`src/rtl/score_pkg.sv`:
```
// Shared definitions for the score tally block: FSM encoding and BCD score limits.
// Latency: n/a (types and constants only).
// Backpressure: n/a.
package score_pkg;

    typedef enum logic [1:0] {
        IDLE = 2'd0,
        PLAY = 2'd1,
        DONE = 2'd2
    } state_t;

    localparam int          BCD_DIGITS = 4;
    localparam logic [15:0] BCD_MAX    = 16'h9999;

endpackage

```
`src/rtl/score_tally_bcd_add_sat.sv`:
```
// Adds a small binary addend (0..7) to a 4-digit packed BCD value, saturating at 9999.
// Latency: combinational.
// Backpressure: none; pure function of its inputs.
//
// Ports:
//   a    in  16  current score, {thousands,hundreds,tens,ones} BCD
//   b    in  3   binary addend, applied to the ones digit
//   sum  out 16  a + b in BCD; 16'h9999 if the result would exceed 9999
module bcd_add_sat
    import score_pkg::*;
(
    input  logic [15:0] a,
    input  logic [2:0]  b,
    output logic [15:0] sum
);

    logic [4:0]  carry;
    logic [4:0]  digit;
    logic [4:0]  adj;
    logic [15:0] sum_raw;

    // Ripple the addend through the digits. The ones digit sees the full
    // addend (at most 9+7=16); every later digit sees at most a carry of 1.
    always_comb begin
        carry   = {2'b00, b};
        digit   = '0;
        adj     = '0;
        sum_raw = '0;
        for (int i = 0; i < BCD_DIGITS; i++) begin
            digit = {1'b0, a[4*i +: 4]} + carry;
            adj   = digit - 5'd10;
            if (digit > 5'd9) begin
                sum_raw[4*i +: 4] = adj[3:0];
                carry             = 5'd1;
            end else begin
                sum_raw[4*i +: 4] = digit[3:0];
                carry             = 5'd0;
            end
        end
        // A carry out of the thousands digit means the score passed 9999.
        sum = (carry != 5'd0) ? BCD_MAX : sum_raw;
    end

endmodule

```
`src/rtl/score_tally.sv`:
```
// Tallies per-beat judge results into a saturating BCD score, combo, max combo and beat count.
// Latency: 1 clk from the first clk sampling tick_out high to updated outputs and score_upd.
// Backpressure: none; one commit per tick_out rising edge while playing, edges otherwise dropped.
//
// Ports:
//   clk, rst     clock and asynchronous active-high reset
//   start        one-cycle pulse: clear tallies and enter PLAY (wins over a same-cycle beat)
//   tick_out     beat boundary level from the beat generator
//   point        judge result for the current beat (0 = miss), cleared by the judge while tick_out is high
//   score_bcd    saturating 4-digit BCD score
//   combo        current consecutive-hit count (saturating)
//   max_combo    best combo since start
//   beat_cnt     committed beats since start
//   score_upd    one-cycle pulse per committed beat
//   game_over    high once NUM_BEATS beats have been committed
// Build option: define SCORE_COMBO_BONUS_EN to double hit points once the combo
// (before this beat) has reached COMBO_THRESH.
module score_tally
    import score_pkg::*;
#(
    parameter int NUM_BEATS    = 64,
    parameter int COMBO_THRESH = 8,
    parameter int COMBO_W      = 8
) (
    input  logic               clk,
    input  logic               rst,
    input  logic               start,
    input  logic               tick_out,
    input  logic [1:0]         point,
    output logic [15:0]        score_bcd,
    output logic [COMBO_W-1:0] combo,
    output logic [COMBO_W-1:0] max_combo,
    output logic [7:0]         beat_cnt,
    output logic               score_upd,
    output logic               game_over
);

`ifdef SCORE_COMBO_BONUS_EN
    localparam bit BONUS_EN = 1'b1;
`else
    localparam bit BONUS_EN = 1'b0;
`endif

    localparam logic [COMBO_W-1:0] COMBO_MAX   = {COMBO_W{1'b1}};
    localparam logic [COMBO_W-1:0] COMBO_LIMIT = COMBO_W'(COMBO_THRESH);
    localparam logic [7:0]         LAST_BEAT   = 8'(NUM_BEATS);

    state_t             state;
    logic               tick_d;
    logic [1:0]         pt_hold;
    logic               tick_edge;
    logic               commit;
    logic               hit;
    logic               bonus;
    logic [2:0]         add_val;
    logic [15:0]        score_sum;
    logic [COMBO_W-1:0] combo_nxt;
    logic [7:0]         beat_nxt;

    // The judge zeroes point while tick_out is high, so the value used for a
    // beat is the one captured during the preceding low phase.
    assign tick_edge = tick_out & ~tick_d;
    assign commit    = tick_edge && (state == PLAY);
    assign hit       = (pt_hold != 2'd0);

    // Bonus looks at the combo before this beat's increment.
    assign bonus   = BONUS_EN && hit && (combo >= COMBO_LIMIT);
    assign add_val = bonus ? {pt_hold, 1'b0} : {1'b0, pt_hold};

    always_comb begin
        combo_nxt = '0;
        if (hit) begin
            combo_nxt = (combo == COMBO_MAX) ? combo : combo + 1'b1;
        end
    end

    assign beat_nxt = beat_cnt + 8'd1;

    bcd_add_sat u_bcd_add_sat (
        .a   (score_bcd),
        .b   (add_val),
        .sum (score_sum)
    );

    always_ff @(posedge clk or posedge rst) begin
        if (rst) begin
            state     <= IDLE;
            tick_d    <= 1'b0;
            pt_hold   <= 2'd0;
            score_bcd <= '0;
            combo     <= '0;
            max_combo <= '0;
            beat_cnt  <= '0;
            score_upd <= 1'b0;
            game_over <= 1'b0;
        end else begin
            tick_d    <= tick_out;
            score_upd <= 1'b0;
            if (!tick_out) begin
                pt_hold <= point;
            end

            if (start) begin
                // start takes priority over any beat edge in the same cycle.
                state     <= PLAY;
                pt_hold   <= 2'd0;
                score_bcd <= '0;
                combo     <= '0;
                max_combo <= '0;
                beat_cnt  <= '0;
                game_over <= 1'b0;
            end else if (commit) begin
                score_bcd <= score_sum;
                combo     <= combo_nxt;
                max_combo <= (combo_nxt > max_combo) ? combo_nxt : max_combo;
                beat_cnt  <= beat_nxt;
                score_upd <= 1'b1;
                if (beat_nxt == LAST_BEAT) begin
                    state     <= DONE;
                    game_over <= 1'b1;
                end
            end
        end
    end

endmodule
```
`config.mk`:
```
export PLATFORM = sky130hd
export DESIGN_NAME = score_tally
export DESIGN_NICKNAME = d
export VERILOG_FILES = /design/src/rtl/score_pkg.sv /design/src/rtl/score_tally_bcd_add_sat.sv /design/src/rtl/score_tally.sv
export SDC_FILE = /design/constraint.sdc
export NUM_CORES = 1
export LEC_CHECK = 0
export CAP_MARGIN = 20
export CORE_MARGIN = 5
export CORE_UTILIZATION = 30
export CTS_BUF_LIST = sky130_fd_sc_hd__clkbuf_16
export DETAILED_ROUTE_END_ITERATION = 8
export PLACE_DENSITY = 0.54
export SLEW_MARGIN = 15
export SYNTH_ARGS = -nofsm -noshare
export SYNTH_HDL_FRONTEND = slang
export SYNTH_HIERARCHICAL = 1
export SYNTH_SLANG_ARGS = --single-unit
```
`constraint.sdc`:
```
create_clock -name clk -period 13.85 [get_ports clk]
set_clock_uncertainty 0.2 [all_clocks]
set_input_delay 2.0775 -clock clk [delete_from_list [all_inputs] [get_ports clk]]
set_output_delay 2.0775 -clock clk [all_outputs]
set_load 0.05 [all_outputs]
```
==> results of run 1 <==
==> area by class of cell <==
type / instances / area [um2]
tap: 136 / 170
timing repair buffer: 49 / 485
clock buffer: 5 / 125
sequential: 46 / 1150
clock inverter: 3 / 28.8
multi-input combinational: 299 / 1880
inverter: 19 / 72.6
fill: 1099 / 6450
==> cell usage after synthesis (2+ instances only) <==
cell type and count:
a21o_1 2, o21ai_0 9, xnor2_1 11, a31oi_1 7, xor2_1 7, nand4_1 8, nand3_1 9, o31ai_1 2
and3_1 3, and2_4 2, nor4_1 3, buf_6 2, buf_2 3, nand2_1 71, nor2_2 2, inv_1 18
nor3_1 5, clkbuf_1 12, o211ai_1 3, nand2b_1 9, nor2b_1 4, o21a_1 3, nor2_1 36, mux2i_1 12
ha_1 22, or3_1 2, a21boi_0 2, o22ai_1 5, a21oi_1 36, dfrtp_1 46, nor3_2 2
==> path summary, 6_finish.rpt <==
check                           startpoint            to  slack (ns)  cells after the start
worst max-delay path            pt_hold[0]  score_bcd[2]        7.63                     25
worst max register to register  pt_hold[0]  score_bcd[2]        7.63                     25
worst min register to register    state[0]      state[0]        0.32                      1
worst min-delay path              state[0]      state[0]        0.32                      1
max in group asynchronous              rst      combo[3]       10.93                      2
min in group asynchronous              rst  score_bcd[8]        2.04                      2
==> through the flow <==
stage          hold WS, ns  setup slack, ns  power, W  utilization  cells
2_1_floorplan        0.273             7.74  0.000162            -    382
3_3_place_gp         0.293             7.90  0.000170        0.363    549
3_5_place_dp         0.299             7.68  0.000170        0.363    549
4_1_cts              0.316             7.65  0.000301        0.378    557
5_1_grt              0.349             7.01  0.000308        0.378    557
6_report             0.317             7.63  0.000295        0.378    557
==> logic make-up (layout without fill, tap and decap cells) <==
logic type	Yosys count	in the layout
flip-flops	46	46
multiplexers	13	13
AND/OR/NAND/NOR	165	165
XOR/XNOR	18	18
buffers and inverters	37	76
other	1	1
AO/OA/AOI/OAI	79	79
adder cells (fa/ha/maj)	23	23
==> flip-flops by register name, summed over array words and instances, names as in the netlist <==
name,flops
game_over,1
score_bcd,16
state,1
max_combo,8
score_upd,1
combo,8
tick_d,1
beat_cnt,8
pt_hold,2
==> power by group through the flow <==
stage	Clock, W	Combinational, W	Sequential, W
after floorplan	0	0.0000176	0.000144
after global placement	0	0.0000299	0.000140
after detailed placement	0	0.0000301	0.000140
after CTS	0.000133	0.0000302	0.000138
after global routing	0.000136	0.0000332	0.000138
final	0.000127	0.0000295	0.000138
==> placed cells by master, fill, tap and decap left out, types with 2 or more instances in the layout <==
cell,synthesis,layout
nand3_1,9,9
nor3_1,5,5
o21ai_0,9,9
and3_1,3,3
dfrtp_1,46,46
xnor2_1,11,11
or3_1,2,2
nand2b_1,9,9
nor2_2,2,2
inv_1,18,17
and2_4,2,2
a21boi_0,2,2
nand4_1,8,8
ha_1,22,22
a21o_1,2,2
nor2_1,36,36
a31oi_1,7,7
a21oi_1,36,36
o21a_1,3,3
nor4_1,3,3
clkdlybuf4s50_1,0,47
xor2_1,7,7
buf_4,0,2
clkbuf_16,0,5
o31ai_1,2,2
nand2_1,71,71
mux2i_1,12,12
nor2b_1,4,4
o22ai_1,5,5
o211ai_1,3,3
nor3_2,2,2
==> metal layers <==
metal  vias to the layer above  track usage  routed length, um
met1                      1294        0.163               3800
met4                         0       0.0288                 65
li1                       1390            -                  -
met3                         7       0.0257                268
met5                         -            0                  0
met2                        47        0.210               3580
==> worst reg2reg max path, stage by stage, from the launching register on <==
cell      delay, ns
dfrtp_1        0.44
ha_1           0.23
inv_1          0.06
fa_1           0.64
a31oi_1        0.14
o21ai_0        0.34
nor2_1         0.11
ha_1           0.26
ha_1           0.29
mux2_2         0.31
nor2_1         0.09
nor2_1         0.07
ha_1           0.23
ha_1           0.41
inv_1          0.12
a211o_1        0.26
a21oi_1        0.21
ha_1           0.24
ha_1           0.26
nand2b_1       0.15
a31o_1         0.23
and2_4         0.18
or4_1          0.40
o31ai_1        0.08
nand2_1        0.07
a21oi_1        0.13
==> flow_summary.toml, run 1 <==
[pwr]
power_density_nw_per_um2 = 75.2
switching_power_w = 0.0000802
swShare = 0.272
clkPwrFrac = 0.433
p_int_w = 0.000215
p_comb_frac = 0.100
leakagePower_nw = 1.63
peakVddDrop_uv = 42.4
seq_power_share = 0.467

[placed_design]
place_area_um2 = 3760
place_hpwl_um = 5400
port-buffer-count = 47
place.gp.congestion = 0.742

[floorplanning]
die_area_um2 = 12800
core_um2 = 10400
die_h_um = 113
num_io_pins = 48
die_w_um = 113
initial_core_util = 0.309
rows = 37

[synthesis]
synth_fa_ha_area_frac = 0.0922
yosys.area_share.xor_xnor = 0.0492
yosysSeqAreaShare = 0.359
postSynthAreaPerCell_um2 = 8.39
synth.distinct_cells = 55
synthCells = 382
synth_edf_count = 0
synth_compound_area_frac = 0.154
synth_top_family_by_area = "simple AND/OR/NAND/NOR gates"
synth_top_flop_cell = "dfrtp_1"
synth_area_um2 = 3200
syn-num-nets = 411
ys_top_cells_by_area = "dfrtp_1, ha_1, nand2_1"
ys_ff_latch = 46
synth-simple-area-share = 0.251
ys_async_sr_fraction = 1.00
yosysWarnings = 6
yosysTopAreaCell = "dfrtp_1"
synth.area.mux_share = 0.0410
yosysTopAreaCellShare = 0.359

[cts]
numCtsBuffers = 5
clock_latency_ns = 0.29
cts.htree.levels = 2
cts-root-buf = "clkbuf_16"
cts_tree = "built"
path_clk_slew_ns = 0.07
postCtsHoldBufs = 0
post_cts_resized = 0
cts_setup_buffers = 0
cts_sinks = 46
clockBufferDepth = 2

[worst_setup_path]
worst_path_most_repeated_cell = "ha_1"
arrival_ns = 6.23
critical_path_class = "reg2reg"
cpLargestDelayFamily = "adder cells"
cpMaxStageDelayCell = "fa_1"
cpPeakStageDelay_ns = 0.64
end_kind = "flop"
cp-start-kind = "flop"
critPathRequiredTime_ns = 13.87
path_buf_inv = 2
cp_max_fo = 8

[route]
avgViaCountPerCell = 4.92
ant_nets = 0
firstDrtPassIters = 4
vias = 2738
drt_iter0_drc = 107
route.detailed.drc = 0
wl_um = 7720
drt-wirelength-per-cell_um = 13.9

[sta]
rsz0062_at_grt = "false"
setup_tns_ns = 0
worst_pin_slew_ns = 0.823
finalCritPeriodShare = 0.449
slew_headroom = 0.451
fin_crit_ns = 6.22
clock.fmax_mhz = 161
slew_violations = 0
finalSetupViolations = 0
hold_viol_final = 0

[job]
drv_cap = 0

[grt]
antenna_found_initial = 0
grt_usage = 0.124
grt.overflow.total = 0
grt_max_degree = 47
grt_pass1_wl_um = 13100
grt_pass1_vias = 2692

[outcome]
status = "finished clean"

[hold_path]
hold_path_class = "reg2reg"

[cells_and_area]
area_growth_pct = 22.3
antenna_cells = 0
postLayoutCellArea_um2 = 3920
drive_above_1_share = 0.0713
nNetsFinal = 449
Power figures use the tool's default switching activity.
==> inputs of run 2 (changes only) <==
- clock period: 13.85 -> 6.2 ns (I/O delays scaled with it)
==> run 2 against run 1 <==
Net effect:
- first-iteration DRC count is 48% higher
- total power is 120% higher
- clock-buffer cell count stayed put
- via count is 0.62% higher
- worst setup slack worse by 7.2 ns
- critical path type unchanged
- largest cell class unchanged
==> flow_summary.toml, run 2 (synthesis results as in run 1) <==
[grt]
grt_pass1_vias = 2744
grt_usage = 0.127
grt_max_degree = 47
antenna_found_initial = 0
grt_pass1_wl_um = 13400
grt.overflow.total = 0

[cells_and_area]
final_cell_mix = "nand2_1, clkdlybuf4s50_1, dfrtp_1, nor2_1, a21oi_1"
top_register = "score_bcd"
drive_above_1_share = 0.0877
register_area_um2 = 1150
area_growth_pct = 23.2
final_common_cell = "nand2_1"
multi_input_area_um2 = 1910
antenna_cells = 0
postLayoutCellArea_um2 = 3950
nNetsFinal = 450
largest_reg_flops = 16
fillCellCount = 1071

[route]
wl_um = 7840
firstDrtPassIters = 4
drt-wirelength-per-cell_um = 14.1
vias = 2755
avgViaCountPerCell = 4.94
ant_nets = 0
route.detailed.drc = 0
drt_iter0_drc = 158

[placed_design]
place_hpwl_um = 5540
port-buffer-count = 47
place.gp.congestion = 0.734
place_area_um2 = 3770

[worst_setup_path]
r2r_slack_ns = 0.41
rr_endpoint = "score_bcd[2]"
critPathCapture = "score_bcd[2]"
cpMaxStageDelayCell = "dfrtp_2"
worst_path_most_repeated_cell = "ha_1"
r2r-start = "pt_hold[0]"
cpPeakStageDelay_ns = 0.45
critical_path_class = "reg2reg"
arrival_ns = 5.81
cp-start-kind = "flop"
cp_max_fo = 7
end_kind = "flop"
rr_worst_depth = 25
critPathRequiredTime_ns = 6.22
cp-startpoint = "pt_hold[0]"

[job]
drv_cap = 0

[floorplanning]
num_io_pins = 48
core_um2 = 10400
die_h_um = 113
die_w_um = 113
die_area_um2 = 12800
rows = 37
initial_core_util = 0.309

[sta]
clock.fmax_mhz = 173
slew_violations = 0
hold_viol_final = 0
worst_pin_slew_ns = 0.819
slew_headroom = 0.453
finalSetupViolations = 0
finalCritPeriodShare = 0.934
setup_tns_ns = 0
fin_crit_ns = 5.79
rsz0062_at_grt = "false"

[cts]
cts_setup_buffers = 0
cts-root-buf = "clkbuf_16"
postCtsHoldBufs = 0
numCtsBuffers = 5
post_cts_resized = 0
clockBufferDepth = 2
path_clk_slew_ns = 0.07
cts_sinks = 46
cts.htree.levels = 2
cts_tree = "built"
clock_latency_ns = 0.29

[outcome]
status = "finished clean"

[hold_path]
hold_path_class = "reg2reg"

[pwr]
leakagePower_nw = 1.62
peakVddDrop_uv = 113
power_density_nw_per_um2 = 167
[run 2: cell count changes in the layout (fill, tap and decap cells not counted), sizes merged]
cell    before  now
clkinv       2    1
buf          2    3
inv         20   21
[run 2: worst max-delay path: cells and delay by family (launching register included)]
kind	cells	cell delay, ns
and+or+nand+nor	7	1.14
muxes	1	0.35
AOI/OAI and AO/OA	7	1.17
DFF	1	0.45
buffers and inverters	2	0.18
adders and majority gates	8	2.24
[run 2: worst min-delay path by stage]
stage	slack [ns]	from	depth (start not counted)	endpoint
floorplan	0.27	state[0]	1	state[0]
global placement	0.29	state[0]	1	state[0]
detailed placement	0.30	state[0]	1	state[0]
CTS	0.32	state[0]	1	state[0]
global route	0.33	state[0]	1	state[0]
finish	0.32	state[0]	1	state[0]
[run 2: power by group]
part           switching, W  internal (W)  leakage (nW)  total (W)
Clock              0.000131      0.000154        0.0752   0.000286
Combinational     0.0000452     0.0000220         0.916  0.0000672
Sequential       0.00000425      0.000303         0.630   0.000308
Total              0.000181      0.000480          1.62   0.000661
[run 2: routing by layer]
metal	wire (um)	vias to the layer above	track usage
met1	3720	1304	0.170
met3	387	4	0.0358
met4	44	0	0.0216
met2	3680	54	0.209
met5	0	-	0
li1	-	1393	-
[run 2: per-stage QoR]
step           hold WS, ns   util  instances  worst slack, ns  total power, W
6_report             0.322  0.381        558            0.409        0.000661
5_1_grt              0.327  0.381        558           0.0242        0.000692
2_1_floorplan        0.273      -        382           0.0949        0.000361
4_1_cts              0.319  0.378        558            0.104        0.000671
3_5_place_dp         0.300  0.364        550            0.143        0.000382
3_3_place_gp         0.292  0.364        550            0.342        0.000381
[run 2: area by class of cell]
| class | count | area share |
|---|---|---|
| Tap cell | 136 | 0.0431 |
| Multi-Input combinational cell | 299 | 0.483 |
| Clock buffer | 5 | 0.0317 |
| Clock inverter | 3 | 0.00666 |
| Inverter | 19 | 0.0184 |
| Sequential cell | 46 | 0.292 |
| Timing Repair Buffer | 50 | 0.125 |
==> inputs of run 3 (changes only) <==
- RECOVER_POWER: not set -> 100
==> run 3 against run 2 <==
Net effect:
- the flow now finishes with violations (capacitance limit, slew limit)
- clock-buffer cell count stayed put
- design area is 0.86% lower
- first-iteration DRC count is 8.2% lower
- register-to-register slack hardly changed
- die area stayed put
- maximum frequency hardly changed
- sequential power hardly changed
- combinational power is 3.4% lower
- utilization is 0.33 points lower
- critical path type unchanged
==> flow_summary.toml, run 3 (synthesis results as in run 1) <==
[grt]
globalRouteMet2Util = 0.209
antenna_found_initial = 0
grt.met3_usage = 0.0358
grt_pass1_wl_um = 13400
gr-usage-met1 = 0.170
grt.overflow.total = 0
grt_max_degree = 47
grt_usage = 0.127
busiest_layer = "met2"
grt_pass1_vias = 2744

[sta]
rsz0062_at_grt = "false"
finalSetupViolations = 0
hold_viol_final = 0
slew_violations = 47
slew_headroom = -0.400
fin_hold_ws_ns = 0.317
worst_pin_slew_ns = 2.09
finalCritPeriodShare = 0.934
clock.fmax_mhz = 173
fin_crit_ns = 5.79
setup_tns_ns = 0

[cts]
cts_sinks = 46
numCtsBuffers = 5
path_clk_slew_ns = 0.07
clockBufferDepth = 2
postCtsHoldBufs = 0
cts_setup_buffers = 0
cts.htree.levels = 2
cts-root-buf = "clkbuf_16"
clock_latency_ns = 0.29
cts_tree = "built"
post_cts_resized = 0

[route]
ant_nets = 0
route.detailed.drc = 0
vias = 2741
firstDrtPassIters = 5
avgViaCountPerCell = 4.91
drt-wirelength-per-cell_um = 14.0
wl_um = 7820
drt_iter0_drc = 145

[worst_setup_path]
arrival_ns = 5.81
path_depth = 25
r2r-start = "pt_hold[0]"
rr_worst_depth = 25
worst_path_most_repeated_cell = "ha_1"
cpLargestDelayFamily = "adder cells"
end_kind = "flop"
cp_max_fo = 7
cpPeakStageDelay_ns = 0.45
cpMaxStageDelayCell = "dfrtp_2"
path_buf_inv = 2
cp-startpoint = "pt_hold[0]"
critical_path_class = "reg2reg"
critPathRequiredTime_ns = 6.22
cp-start-kind = "flop"

[outcome]
status = "complete, but fails checks"
violations = "capacitance limit, slew limit"

[floorplanning]
die_area_um2 = 12800
num_io_pins = 48
core_um2 = 10400
rows = 37
die_h_um = 113
initial_core_util = 0.309
die_w_um = 113

[hold_path]
holdPathStages = 1
hp-start = "state[0]"
hold_path_class = "reg2reg"

[job]
drv_cap = 1

[placed_design]
dpl.cell_count = 550
port-buffer-count = 47
place.gp.congestion = 0.734
place_hpwl_um = 5540

[cells_and_area]
top_register = "score_bcd"
drive_above_1_share = 0.0782
largest_reg_flops = 16
area_growth_pct = 22.2
fin_cells = 558
antenna_cells = 0
final_cell_mix = "nand2_1, dfrtp_1, dlygate4sd3_1, nor2_1, a21oi_1"
nNetsFinal = 450
final_common_cell = "nand2_1"

[pwr]
peakVddDrop_uv = 112
power_density_nw_per_um2 = 168
leakagePower_nw = 1.74
[run 3: cell count changes in the layout (fill, tap and decap cells not counted)]
cell             change
clkdlybuf4s50_1     -45
dlygate4sd3_1       +45
nor2_1               +2
buf_4                -1
clkbuf_1             +1
clkinv_2             -1
clkinvlp_2           +1
nand4_1              +1
nand4_2              -1
nor2_4               -1
nor2_8               -1
[run 3: layer usage]
layer	vias to the layer above	part of all wire	routed length (um)
met5	-	0	0
met4	0	0.0056	44
met3	4	0.049	382
met2	52	0.47	3660
met1	1292	0.48	3740
li1	1393	-	-
[run 3: path summary, 6_finish.rpt]
kind	to	slack, ns
setup / recovery	score_bcd[2]	0.41
hold / removal	state[0]	0.32
setup reg to reg	score_bcd[2]	0.41
hold reg to reg	state[0]	0.32
max in group asynchronous	pt_hold[0]	3.30
min in group asynchronous	score_bcd[8]	1.44
[run 3: report_power, final]
| group | leakage, nW | switching (W) | internal [W] | total [W] |
|---|---|---|---|---|
| Combinational | 1.04 | 0.0000448 | 0.0000202 | 0.0000649 |
| Sequential | 0.630 | 0.00000414 | 0.000303 | 0.000308 |
| Clock | 0.0752 | 0.000131 | 0.000154 | 0.000285 |
| Total | 1.74 | 0.000180 | 0.000478 | 0.000658 |
[run 3: final cells by class]
class	instances	area [um2]
fill	1076	6460
inverter	19	72.6
tap	136	170
clock buffer	5	125
multi-input combinational	299	1880
timing repair buffer	50	489
sequential	46	1150
clock inverter	3	26.3
[run 3: stage by stage]
step | setup WS (ns) | area, um2 | util | total power [W]
floorplan | 0.0949 | 3200 | - | 0.000361
global placement | 0.342 | 3770 | 0.364 | 0.000381
detailed placement | 0.143 | 3770 | 0.364 | 0.000382
CTS | 0.104 | 3920 | 0.378 | 0.000671
global route | 0.0243 | 3910 | 0.377 | 0.000689
finish | 0.410 | 3910 | 0.377 | 0.000658
[run 3: worst reg2reg max path: cells and delay by family, from the launching register on]
| kind | cells | cell delay [ns] |
|---|---|---|
| AO/OA/AOI/OAI | 7 | 1.17 |
| AND/OR/NAND/NOR | 7 | 1.14 |
| adder cells (fa/ha/maj) | 8 | 2.23 |
| flip-flops | 1 | 0.45 |
| buffers and inverters | 2 | 0.18 |
| multiplexers | 1 | 0.34 |
